--- src/rtl/store_drain_buffer.sv ---
// Store drain buffer: queues committed stores and drains them onto the dcache write ports.
// Optional store-to-load forwarding is enabled by defining STORE_FWD_EN.
`timescale 1ns/1ps
module store_drain_buffer #(
  parameter int          DEPTH     = 8,
  parameter int          IDX_W     = 11,
  parameter logic [63:0] PARK_ADDR = 64'h0
) (
  input  logic        clk,
  input  logic        rst_n,
  input  logic        st0_valid,
  input  logic [63:0] st0_addr,
  input  logic [63:0] st0_data,
  input  logic        st1_valid,
  input  logic [63:0] st1_addr,
  input  logic [63:0] st1_data,
  output logic        st_ready,
  input  logic        drain_hold,
  output logic [63:0] wr_addr_high,
  output logic [63:0] wr_data_high,
  output logic [63:0] wr_addr_low,
  output logic [63:0] wr_data_low,
  output logic [63:0] rb_addr,
  input  logic [63:0] rb_data,
  input  logic [63:0] ld_addr,
  output logic        ld_hit,
  output logic [63:0] ld_data,
  output logic        ld_stall,
  output logic        empty
);

  localparam int PW = $clog2(DEPTH);
  localparam int CW = PW + 1;

  logic [PW-1:0] head;
  logic [PW-1:0] tail;
  logic [CW-1:0] count;
  logic [63:0]   ent_addr [DEPTH];
  logic [63:0]   ent_data [DEPTH];

  logic [1:0]    n_drain;
  logic [1:0]    n_push;
  logic [PW-1:0] head1;
  logic [PW-1:0] tail1;
  logic [PW-1:0] lane1_pos;
  logic          lk_hit;
  logic [63:0]   lk_data;
  logic [PW-1:0] lk_idx;

  assign st_ready  = count <= CW'(DEPTH - 2);
  assign empty     = count == '0;
  assign head1     = head + PW'(1);
  assign tail1     = tail + PW'(1);
  assign lane1_pos = st0_valid ? tail1 : tail;
  assign rb_addr   = PARK_ADDR;

  // Drain width and accepted push count for this cycle.
  always_comb begin
    n_drain = 2'd0;
    n_push  = 2'd0;
    if (!drain_hold && count != '0)
      n_drain = (count == CW'(1)) ? 2'd1 : 2'd2;
    if (st_ready)
      n_push = {1'b0, st0_valid} + {1'b0, st1_valid};
  end

  // Write-port steering: two oldest, oldest twice, or park rewrite.
  always_comb begin
    wr_addr_high = PARK_ADDR;
    wr_data_high = rb_data;
    wr_addr_low  = PARK_ADDR;
    wr_data_low  = rb_data;
    unique case (1'b1)
      n_drain == 2'd2: begin
        wr_addr_high = ent_addr[head];
        wr_data_high = ent_data[head];
        wr_addr_low  = ent_addr[head1];
        wr_data_low  = ent_data[head1];
      end
      n_drain == 2'd1: begin
        wr_addr_high = ent_addr[head];
        wr_data_high = ent_data[head];
        wr_addr_low  = ent_addr[head];
        wr_data_low  = ent_data[head];
      end
      default: ;
    endcase
  end

  // Scan oldest to youngest so the last match is the youngest.
  always_comb begin
    lk_hit  = 1'b0;
    lk_data = '0;
    lk_idx  = head;
    for (int k = 0; k < DEPTH; k++) begin
      lk_idx = head + PW'(k);
      if (CW'(k) < count &&
          ent_addr[lk_idx][IDX_W-1:0] == ld_addr[IDX_W-1:0]) begin
        lk_hit  = 1'b1;
        lk_data = ent_data[lk_idx];
      end
    end
  end

  assign ld_hit = lk_hit;

`ifdef STORE_FWD_EN
  assign ld_data  = lk_data;
  assign ld_stall = 1'b0;
`else
  assign ld_data  = '0;
  assign ld_stall = lk_hit;
  logic unused_fwd;
  assign unused_fwd = ^lk_data;
`endif

  logic unused_ld;
  assign unused_ld = ^ld_addr[63:IDX_W];

  // Pointer and occupancy update; reset discards all buffered stores.
  always_ff @(posedge clk or negedge rst_n) begin
    if (!rst_n) begin
      head  <= '0;
      tail  <= '0;
      count <= '0;
    end else begin
      head  <= head + PW'(n_drain);
      tail  <= tail + PW'(n_push);
      count <= count + CW'(n_push) - CW'(n_drain);
    end
  end

  // Entry storage; contents beyond count are don't-care.
  always_ff @(posedge clk) begin
    if (st_ready && st0_valid) begin
      ent_addr[tail] <= st0_addr;
      ent_data[tail] <= st0_data;
    end
    if (st_ready && st1_valid) begin
      ent_addr[lane1_pos] <= st1_addr;
      ent_data[lane1_pos] <= st1_data;
    end
  end

endmodule

--- config.mk ---
export PLATFORM = sky130hd
export DESIGN_NAME = store_drain_buffer
export DESIGN_NICKNAME = d
export VERILOG_FILES = /design/src/rtl/store_drain_buffer.sv
export SDC_FILE = /design/constraint.sdc
export NUM_CORES = 2
export LEC_CHECK = 0
export CAP_MARGIN = 10
export CORE_AREA = 2 2 370 335
export DETAILED_ROUTE_END_ITERATION = 12
export DIE_AREA = 0 0 372 337
export GPL_TIMING_DRIVEN = 0
export HOLD_SLACK_MARGIN = 0.03
export PLACE_DENSITY_LB_ADDON = 0.1
export SYNTH_ARGS = -nofsm -noshare
export SYNTH_HDL_FRONTEND = slang
export SYNTH_SLANG_ARGS = --single-unit
export TNS_END_PERCENT = 50
--- constraint.sdc ---
create_clock -name clk -period 13.7 [get_ports clk]
set_input_delay 2.055 -clock clk [delete_from_list [all_inputs] [get_ports clk]]
set_output_delay 2.055 -clock clk [all_outputs]
set_load 0.005 [all_outputs]
### Word level (Yosys, flattened, before mapping)

Memories as Yosys holds them, arrays and structs flattened.
Index checks and enable logic that the tools add are counted.

| cells by class | value |
|---|---|
| add/subtract/negate cells | 13 |
| $lt $le $gt $ge | 9 |
| equality and inequality tests | 11 |
| multiplexer cells | 20 |
| reductions and logical operators | 15 |

Operators by type and width:

| kind | number |
|---|---|
| 64-bit case mux with 2 select lines | 2 |
| 64-bit two-way mux | 2 |
| 11-bit == test | 8 |
| 3-bit by 4-bit less-than comparator with 1-bit output, first input constant | 4 |
| 3-bit adder, second input constant | 4 |
| 1-bit two-way mux | 12 |
| 1-bit logical AND | 11 |
| 1-bit by 4-bit less-than comparator with 1-bit output, first input constant | 2 |
| 2-bit by 4-bit less-than comparator with 1-bit output, first input constant | 2 |
| 3-bit by 1-bit adder with 3-bit output, second input constant | 2 |
| 3-bit by 2-bit adder with 3-bit output | 2 |
| 3-bit by 2-bit adder with 3-bit output, second input constant | 2 |
| 2-bit two-way mux | 3 |
| 4-bit by 2-bit adder with 4-bit output | 1 |
| 4-bit by 1-bit == test with 1-bit output, second input constant | 1 |
| 4-bit by 3-bit <= comparator with 1-bit output, second input constant | 1 |
| 4-bit logical NOT | 1 |
| 4-bit nonzero test | 1 |
| 4-bit by 2-bit subtractor with 4-bit output | 1 |
| 3-bit two-way mux | 1 |
| 1-bit by 1-bit adder with 2-bit output | 1 |
| 2-bit by 1-bit == test with 1-bit output, second input constant | 1 |
| 2-bit == test, second input constant | 1 |
| 2-bit OR reduction | 1 |
| 1-bit logical NOT | 1 |

| storage, ports and cells | value |
|---|---|
| flip-flop bits (word level) | 10 |
| memory bits (writable) | 1024 |
| input port bits | 389 |
| output and inout port bits | 388 |
| word-level logic and storage cells | 73 |
| memories kept | 2 |

Memories:

| memory | words | width | rd ports | clocked after memory_dff | write ports | line | source |
|---|---|---|---|---|---|---|---|
| ent_addr | 8 | 64 | 8 | 0 | 2 | 38 | `logic [63:0] ent_addr [DEPTH];` |
| ent_data | 8 | 64 | 2 | 0 | 2 | 39 | `logic [63:0] ent_data [DEPTH];` |

### Longest topological paths before layout

An unclocked memory read counts as a cell.

| depth | value |
|---|---|
| depth in word-level cells | 11 |
| depth in mapped cells | 18 |
| mapped depth without buffers | 13 |

### Worst setup path after synthesis

No wires, ideal clock.

| path | value |
|---|---|
| path kind | in2reg |
| start point | input port st0_valid |
| end point | memory ent_addr[0][0], enable pin |
| library setup time | 0.809 ns |
| arrival | 12.032 ns |
| data required time | 12.891 ns |
| setup slack | 0.859 ns |
| stages | 3 |
| cells stage by stage | clkbuf_1 > nand3_1 > o32ai_1 |

RTL lines:

| what | line | source |
|---|---|---|
| start, declared | 11 | `input logic st0_valid,` |
| end, declared | 38 |  |

### Worst setup path after layout

| path | value |
|---|---|
| start point | register head[0] |
| end point | output port wr_data_low[60] |

| between the ends | value |
|---|---|
| cells in the longest elaborated chain, start to end | 3 |

RTL lines:

| what | line | source |
|---|---|---|
| start, declared | 35 | `logic [PW-1:0] head;` |
| start signal, assigned | 127 | `head <= head + PW'(n_drain);` |
| 3-bit by 1-bit adder with 3-bit output | 52 | `assign head1 = head + PW'(1);` |
| memory 8 x 64 bit (*) | - |  |
| 64-bit case mux with 2 select lines (*) | 73 | `unique case (1'b1)` |
| end, declared | 22 | `output logic [63:0] wr_data_low,` |

Mark *: on every way between the ends. The rest lies on a longest branch, timed or not.

==> results.toml <==
[sta]
period_share_pct = 69.0
hold_viol = 0
skew_ns = 0.0401
slew_headroom_pct = 2.04
rsz0062_at_grt = "false"
worstMarginPinSlew_ns = 1.47
slew_viol_final = 0
fmax_mhz = 106
period_needed_ns = 9.45
setup_violations = 0

[global_route]
grt_pass1_wl_um = 361000
overflow = 0
grt_use_total_pct = 41.4
antenna_found_initial = 55
grt_pass1_vias = 48112
grt_max_degree = 20

[hold_path]
hold_class = "reg -> reg"
holdCritStartpoint = "count[0]"

[critical_path]
worstPathCellList = "buf_4 -> inv_1 -> buf_2 -> buf_2 -> ha_1 -> buf_2 -> buf_4 -> buf_6 -> buf_4 -> buf_2 -> buf_2 -> mux4_2 -> nand2_1 -> a21oi_1 -> a21oi_1 -> o21ai_0 -> clkdlybuf4s50_1"
crit_top_cell = "buf_2"
cp-end-kind = "output pin"
timing.critical_path.slowest_cell_delay_ns = 0.97
start_kind = "flip-flop"
path_class = "reg -> out"
cp_max_fo = 13
required_ns = 11.64
crit_buf_inv = 11
regToRegStartpoint = "count[3]"
critPathArrivalTime_ns = 7.40
cp_top_family = "buffers and inverters"
worstSetupStartpoint = "head[0]"
crit_slowest_cell = "o21ai_0"

[die]
initial_core_util_pct = 54.5
core_um2 = 122000
dieHeight_um = 337
dieArea_um2 = 125000
io_pins = 777
die_w_um = 372
rows = 122

[place]
portBuffers = 588
dpl.hpwl_um = 188000
gp_congestion = 1.01
dp.cells = 6970

[routing]
vias = 50542
drc = 0
ant_nets = 0
wl_per_cell_um = 36.5
drt_iter0_drc = 8288
vias_per_cell = 7.00
firstDrtPassIters = 7
wl_um = 263000

[clocking]
cts_tree = "yes"
cts.sinks = 1034
clkTransAtPathRegs_ns = 0.06
htreeDepth = 3
cts.path.max_buffers = 3
postCtsResizedCells = 0
numCtsBuffers = 109
ctsRootBufferMaster = "clkbuf_16"
postCtsHoldBufs = 0
cts_setup_buffers = 0
clk_latency_ns = 0.77

[power_and_ir_drop]
p_leak_nw = 27.9
power_density_nw_per_um2 = 244
finalPower_mw = 19.6
ir_drop_mv = 0.140

[cells_and_area]
fin_cells = 7216
layout-drive-gt1-share_pct = 40.7
mostFrequentLayoutCells = "mux2_2 (1060), edfxtp_1 (1024), clkdlybuf4s50_1 (588)"
multi_input_area_um2 = 33200
nets = 5879
final_common_cell = "mux2_2"
syn_to_final_growth_pct = 21.2
fill_cells = 8932
final-seq-area_um2 = 31000

[yosys]
synth_warnings = 0
yosys_register_bits = 1034
mappedNetlistArea_um2 = 66500
synthFlopType = "edfxtp_1"
yosysSeqAreaShare_pct = 46.6
syn_avg_cell_area_um2 = 14.6
ys_types = 58
synth_edf_count = 1024
netlist_instances = 4569
async_flop_share_pct = 0.967

[flow_run]
drv_cap = 0

[status]
status = "completed"
-- metal layers --
layer  global-route usage [%]  up-vias  part of all wire (%)
met3                     16.0      832                    16
li1                         -    19797                     -
met1                     55.6    25472                    36
met4                     19.8       44                   5.6
met5                    0.885        -                  0.17
met2                     58.9     4397                    43
-- cell type report --
type | instances | share of cell area [%]
Sequential cell | 1034 | 38.5
Timing Repair Buffer | 667 | 9.67
Inverter | 20 | 0.0931
Buffer | 510 | 3.48
Clock buffer | 128 | 3.55
Clock inverter | 71 | 0.885
Multi-Input combinational cell | 3132 | 41.2
Tap cell | 1612 | 2.50
Antenna cell | 42 | 0.130
-- cell families after synthesis --
| logic type | after synthesis | share of synthesized area, % |
|---|---|---|
| multiplexers | 1782 | 39.5 |
| flip-flops | 1034 | 46.6 |
| AND/OR/NAND/NOR | 799 | 5.08 |
| buffers and inverters | 530 | 4.33 |
| AO/OA/AOI/OAI | 297 | 2.70 |
| XOR/XNOR | 110 | 1.46 |
| adder cells (fa/ha/maj) | 16 | 0.346 |
| other | 1 | 0.00564 |
-- synth_stat cells (4+ instances only) --
cell,instances,share of area (%)
and2_1,4,0.038
nor2b_1,4,0.038
a22oi_1,9,0.10
xor2_1,43,0.57
nand4_1,14,0.13
and3_1,63,0.59
fa_1,4,0.12
xnor2_1,66,0.87
edfxtp_1,1024,46
o22ai_1,11,0.10
buf_2,228,1.7
clkbuf_1,87,0.49
mux2i_1,156,2.3
inv_1,17,0.096
o21ai_0,75,0.56
ha_1,12,0.23
nor2_1,97,0.55
a21oi_1,100,0.75
buf_4,154,1.7
nand3_1,66,0.50
a221oi_1,4,0.053
nor4_1,6,0.056
dfrtp_1,10,0.38
mux2_2,1060,18
a211oi_1,66,0.75
nor3b_1,5,0.056
buf_1,37,0.21
a31oi_1,6,0.056
buf_6,4,0.068
mux4_2,566,19
nor3_1,14,0.11
nand2_1,516,2.9
-- where the power goes --
group	switching [mW]	total (mW)	leakage, nW	internal (mW)
logic	6.94	12.1	16.7	5.12
registers	0.293	4.51	9.39	4.22
clock network	1.34	3.06	1.74	1.72
-- worst reg2reg max path: stages, from the launching register on --
cell and delay, ns:
dfrtp_1 0.49, inv_1 0.18, ha_1 0.37, nor2b_1 0.28
nor2b_1 1.11, or2_2 0.33, clkbuf_1 0.72, clkbuf_1 0.99
buf_1 0.75, nor2_1 0.17, ha_1 0.34, inv_1 0.04
ha_1 0.20, fa_1 0.45, xor2_1 0.16
-- registers in the layout (all words and copies together) (netlist names) --
name and flops:
ent_data 512, count 4, tail 3, head 3, ent_addr 512
-- worst paths after layout --
kind | slack, ns | to | cells after the start
setup / recovery | 4.25 | wr_data_low[60] | 17
hold / removal | 0.64 | count[0] | 1
setup reg to reg | 7.00 | count[2] | 14
hold reg to reg | 0.64 | count[0] | 1
max in group asynchronous | 11.69 | count[1] | 1
min in group asynchronous | 1.67 | head[2] | 1
-- stage by stage --
step                utilization [%]  cell area, µm²  setup slack (ns)  setup TNS [ns]  hold slack, ns
floorplan                         -           67000             0.859               0           0.549
global placement               61.4           74900            -12.35        -6660.02           0.587
detailed placement             63.0           76800              5.41               0           0.612
CTS                            65.9           80400              4.62               0           0.627
global route                   66.1           80600              4.33               0           0.664
finish                         66.1           80600              4.25               0           0.638
(Power assumes the default switching activity.)
